### src/rtl/sm4_pkg.sv
// sm4_pkg: shared state encoding, widths, defaults and SM4 standard test vectors
package sm4_pkg;
  typedef enum logic [1:0] {IDLE, ISSUE, WAIT, DONE} state_t;
  localparam int SM4_W = 128;
  localparam int SM4_TIMEOUT = 127;
  localparam logic [127:0] SM4_KEY = 128'h0123456789abcdeffedcba9876543210;
  localparam logic [127:0] SM4_PT  = 128'h0123456789abcdeffedcba9876543210;
  localparam logic [127:0] SM4_CT  = 128'h681edf34d206965e86b3e94f536e4246;
endpackage

### src/rtl/sm4_arb.sv
// sm4_arb: two-port round-robin front end for an external SM4 core, one job at a time with timeout
module sm4_arb
  import sm4_pkg::*;
#(
  parameter int TIMEOUT = SM4_TIMEOUT,
  parameter int W = SM4_W
) (
  input  logic         clk,
  input  logic         rst,
  input  logic [1:0]   req,
  input  logic [W-1:0] din0,
  input  logic [W-1:0] din1,
  input  logic [W-1:0] key0,
  input  logic [W-1:0] key1,
  input  logic [1:0]   mode,
  output logic [1:0]   ack,
  output logic [1:0]   done,
  output logic         err,
  output logic [W-1:0] dout,
  output logic         core_start,
  output logic [W-1:0] core_data,
  output logic [W-1:0] core_mk,
  output logic         core_dec,
  input  logic [W-1:0] core_dataout,
  input  logic         core_valid
);
  localparam int TW = $clog2(TIMEOUT + 1);
  state_t state;
  logic lp, owner, dec_r, win;
  logic [W-1:0] data_r, key_r;
  logic [TW-1:0] timer;
  assign win = &req ? ~lp : req[1];
  assign core_data = data_r;
  assign core_mk = key_r;
  assign core_dec = dec_r;
  always_ff @(posedge clk) begin
    if (rst) begin
      state <= IDLE;
      lp <= 1'b1;
      owner <= 1'b0;
      timer <= '0;
      data_r <= '0;
      key_r <= '0;
      dec_r <= 1'b0;
      dout <= '0;
      ack <= '0;
      done <= '0;
      err <= 1'b0;
      core_start <= 1'b0;
    end else begin
      ack <= '0;
      done <= '0;
      err <= 1'b0;
      core_start <= 1'b0;
      case (state)
        IDLE: if (|req) begin
          owner <= win;
          data_r <= win ? din1 : din0;
          key_r <= win ? key1 : key0;
          dec_r <= mode[win];
          ack <= win ? 2'b10 : 2'b01;
          state <= ISSUE;
        end
        ISSUE: begin
          core_start <= 1'b1;
          timer <= '0;
          state <= WAIT;
        end
        WAIT: begin
          timer <= timer + 1'b1;
          // a result arriving on the timeout cycle still counts as a success
          if (core_valid) begin
            dout <= core_dataout;
            done <= owner ? 2'b10 : 2'b01;
            state <= DONE;
          end else if (timer == TW'(TIMEOUT - 1)) begin
            dout <= '0;
            err <= 1'b1;
            done <= owner ? 2'b10 : 2'b01;
            state <= DONE;
          end
        end
        DONE: begin
          lp <= owner;
          state <= IDLE;
        end
      endcase
    end
  end
endmodule

### config.mk
export PLATFORM = sky130hd
export DESIGN_NAME = sm4_arb
export DESIGN_NICKNAME = d
export VERILOG_FILES = /design/src/rtl/sm4_pkg.sv /design/src/rtl/sm4_arb.sv
export SDC_FILE = /design/constraint.sdc
export NUM_CORES = 1
export LEC_CHECK = 0
export BUFFER_PORTS_ARGS = -buffer_cell sky130_fd_sc_hd__buf_2
export CAP_MARGIN = 5
export CORE_AREA = 2 2 399 401
export DETAILED_ROUTE_END_ITERATION = 12
export DIE_AREA = 0 0 401 403
export PLACE_DENSITY_LB_ADDON = 0.12
export SYNTH_ARGS = -nofsm -noshare
export SYNTH_HDL_FRONTEND = slang
export SYNTH_SLANG_ARGS = --single-unit
### constraint.sdc
create_clock -name clk -period 1.45 [get_ports clk]
set_input_delay 0 -clock clk [delete_from_list [all_inputs] [get_ports clk]]
set_output_delay 0 -clock clk [all_outputs]
set_load 0.02 [all_outputs]
==> flow_summary.toml <==
[grt]
overflow = 0
grt_max_degree = 54
grt_usage = 0.129
grt_pass1_wl_mm = 153
antenna_found_initial = 38
grt_pass1_vias = 22000

[clock_tree]
htreeDepth = 2
clock-sinks = 402
cts_tree = "built"
clk-insertion-delay-late_ns = 0.67
cts_buffer_depth = 3
cts_buffers = 56
clkTransAtPathRegs_ns = 0.06
cts_root_buffer = "clkbuf_16"

[synth]
ys_ff_latch = 402
synthesis.area_sq_mm = 0.0166
syn_area_per_cell_sq_um = 9.27
ys.flop_type = "dfxtp_1"
ys_seq_area_frac = 0.484
synthDistinctLibCells = 33
yosys.area.top_type = "dfxtp_1"
async_flop_share = 0
yosysMostFrequentCell = "dfxtp_1"
syn_inst = 1795
ys_warn_count = 0
synth_fp_nets = 2449
synth-edff-count = 0
synth.area.top_cells = "dfxtp_1 (48%), mux2i_1 (16%), a211oi_1 (12%), nor2_1 (5.9%), a21oi_1 (4.0%)"
synth_top_area_share = 0.484
synth_common_cells = "dfxtp_1 (402), nor2_1 (263), a211oi_1 (259), mux2i_1 (258), nand2_1 (134)"

[cells_and_area]
num-fill-cells = 17300
areaGrowthSynthToFinish_pct = 125
drive_above_1_share = 0.444
nets = 4296
final_util = 0.237

[drt]
drc = 0
wl_mm = 114
wl_per_cell_um = 19.8
routed-via-count = 20800
drtIter0Drc = 755
ant_nets = 0
viasPerCell = 3.60
first_pass_iters = 5

[critical_path]
r2r-start = "lp"
path_class = "flop to flop"
critPathLaunchType = "flop"
critPathBufInv = 5
worstPathArrival_ns = 2.30
r2r_end = "core_data[47]"
critPathLaunch = "lp"
crit_chain = "a21boi_4 > buf_6 > buf_12 > buf_4 > buf_6 > mux2i_2 > buf_4 > a211oi_1"
worstSetupEndpointType = "flop"
cp_data_required_time_ns = 1.99
worstRegToRegCells = 8
reg2reg_slack_ns = -0.31
max_stage_delay_ns = 0.33
crit_fanout = 10
path_delay_family = "buffers and inverters"
worst_path_max_delay_cell = "dfxtp_2"

[timing]
fin_tns_setup_ns = -70.42
hold_viol = 0
fmax_mhz = 568
rsz0062_at_grt = "yes"
worst_clock_skew_ns = 0.0451
setup_ws_ns = -0.311
finalCritPeriodShare = 1.21
final_period_minus_worst_setup_slack_ns = 1.76
tightest_slew_ns = 0.447
maxSlewViolCount = 0
slew_headroom = 0.702
setup_violations = 390
hold_slack_ns = 0.126

[hold_path]
hold_start = "core_dataout[26]"
hp-class = "input port to flop"
hold_depth = 4
hold_end = "dout[26]"

[floorplan]
rows = 146
start_util = 0.106
coreArea_sq_mm = 0.157
die-area_sq_mm = 0.162
io_pins = 1038
die_h_um = 403
die_x_um = 401

[pwr]
finalPower_mw = 59.9
power_density_mw_per_mm2 = 1600
irDropWorstVdd_uv = 884
leakage_nw = 16.0

[placed_design]
dp_hpwl_mm = 80.8
portBuffers = 1037
gp_congestion = 0.746

[outcome]
violations = "setup timing"
status = "complete, but fails checks"

[run]
drv_cap = 0
-- layout make-up --
cell class | count | area (sq um) | area share
clock inverter | 18 | 179 | 0.00479
timing repair buffer | 1962 | 15900 | 0.425
multi-input combinational | 1216 | 8970 | 0.240
tap | 2072 | 2590 | 0.0694
inverter | 4 | 15.0 | 0.000402
antenna | 22 | 55.1 | 0.00147
clock buffer | 83 | 1620 | 0.0434
sequential | 402 | 8050 | 0.215
-- cells in the final DEF (no fill, tap or decap), types with 5 or more instances in the layout --
cell,instances
buf_2,1036
dlygate4sd3_1,646
dfxtp_1,398
nor2_1,242
a211oi_1,175
mux2i_1,171
nand2_1,134
a21oi_1,126
buf_4,123
o21ai_0,94
clkbuf_16,86
a211oi_2,84
mux2i_2,53
buf_12,50
buf_16,38
mux2i_4,34
buf_6,25
diode_2,22
o21ai_1,20
clkbuf_1,15
nor2_2,14
buf_8,13
o21ai_2,12
clkbuf_8,12
clkinv_2,10
nor2_4,7
a21oi_2,7
nand2b_1,5
o21ai_4,5
-- through the flow --
step / cells / setup slack, ns / area (sq um)
after detailed placement: 4911 / -0.504 / 25500
after global routing: 5777 / -0.351 / 37400
final: 5779 / -0.311 / 37400
after floorplan: 1795 / -0.0227 / 16800
after global placement: 4911 / -0.535 / 25500
after CTS: 5701 / -0.282 / 35300
-- layer usage --
layer	share of wire	GRT usage
met4	0.035	0.0530
met2	0.52	0.235
met3	0.054	0.0324
met1	0.39	0.142
met5	0.00029	0
-- kinds of logic (layout without fill, tap and decap cells) --
family / after synthesis / in the layout / synth area share
XOR/XNOR: 3 / 3 / 0.00158
AND/OR/NAND/NOR: 420 / 420 / 0.0983
flip-flops: 402 / 402 / 0.484
multiplexers: 258 / 258 / 0.155
other: 0 / 22 / 0
buffers and inverters: 177 / 2067 / 0.0567
AO/OA/AOI/OAI: 528 / 528 / 0.199
adder cells (fa/ha/maj): 7 / 7 / 0.00527
-- flip-flops by register name (all words and copies together) (netlist names) --
signal	count
core_data	128
core_start	1
done	2
core_dec	1
dout	128
owner	1
state	2
ack	2
lp	1
core_mk	128
err	1
timer	7
-- report_power, final --
group,switching (mW),leakage [nW],internal [mW]
registers,1.56,3.31,14.1
logic,16.6,11.8,13.9
clock network,5.88,0.884,7.92
-- worst max-delay path by stage --
stage,depth (start not counted),end,slack [ns]
6_report,8,core_data[47],-0.31
5_1_grt,8,core_data[47],-0.35
4_1_cts,9,core_data[34],-0.28
3_5_place_dp,6,core_mk[9],-0.50
3_3_place_gp,6,core_mk[9],-0.53
2_1_floorplan,7,dout[44],-0.02
-- timing repair --
action / CTS / global route
hold endpoints to repair: 401 / 0
hold buffers: 646 / 0
pin swaps: 13 / 70
gates resized for setup: 154 / 264
buffers inserted: 19 / 27
setup endpoints to repair: 393 / 394
gates cloned: 24 / 32
-- worst register-to-register path, cell delays in order, from the launching register on --
cell	delay, ns
dfxtp_2	0.33
a21boi_4	0.16
buf_6	0.13
buf_12	0.16
buf_4	0.21
buf_6	0.16
mux2i_2	0.29
buf_4	0.15
a211oi_1	0.05
Power figures use the tool's default switching activity.
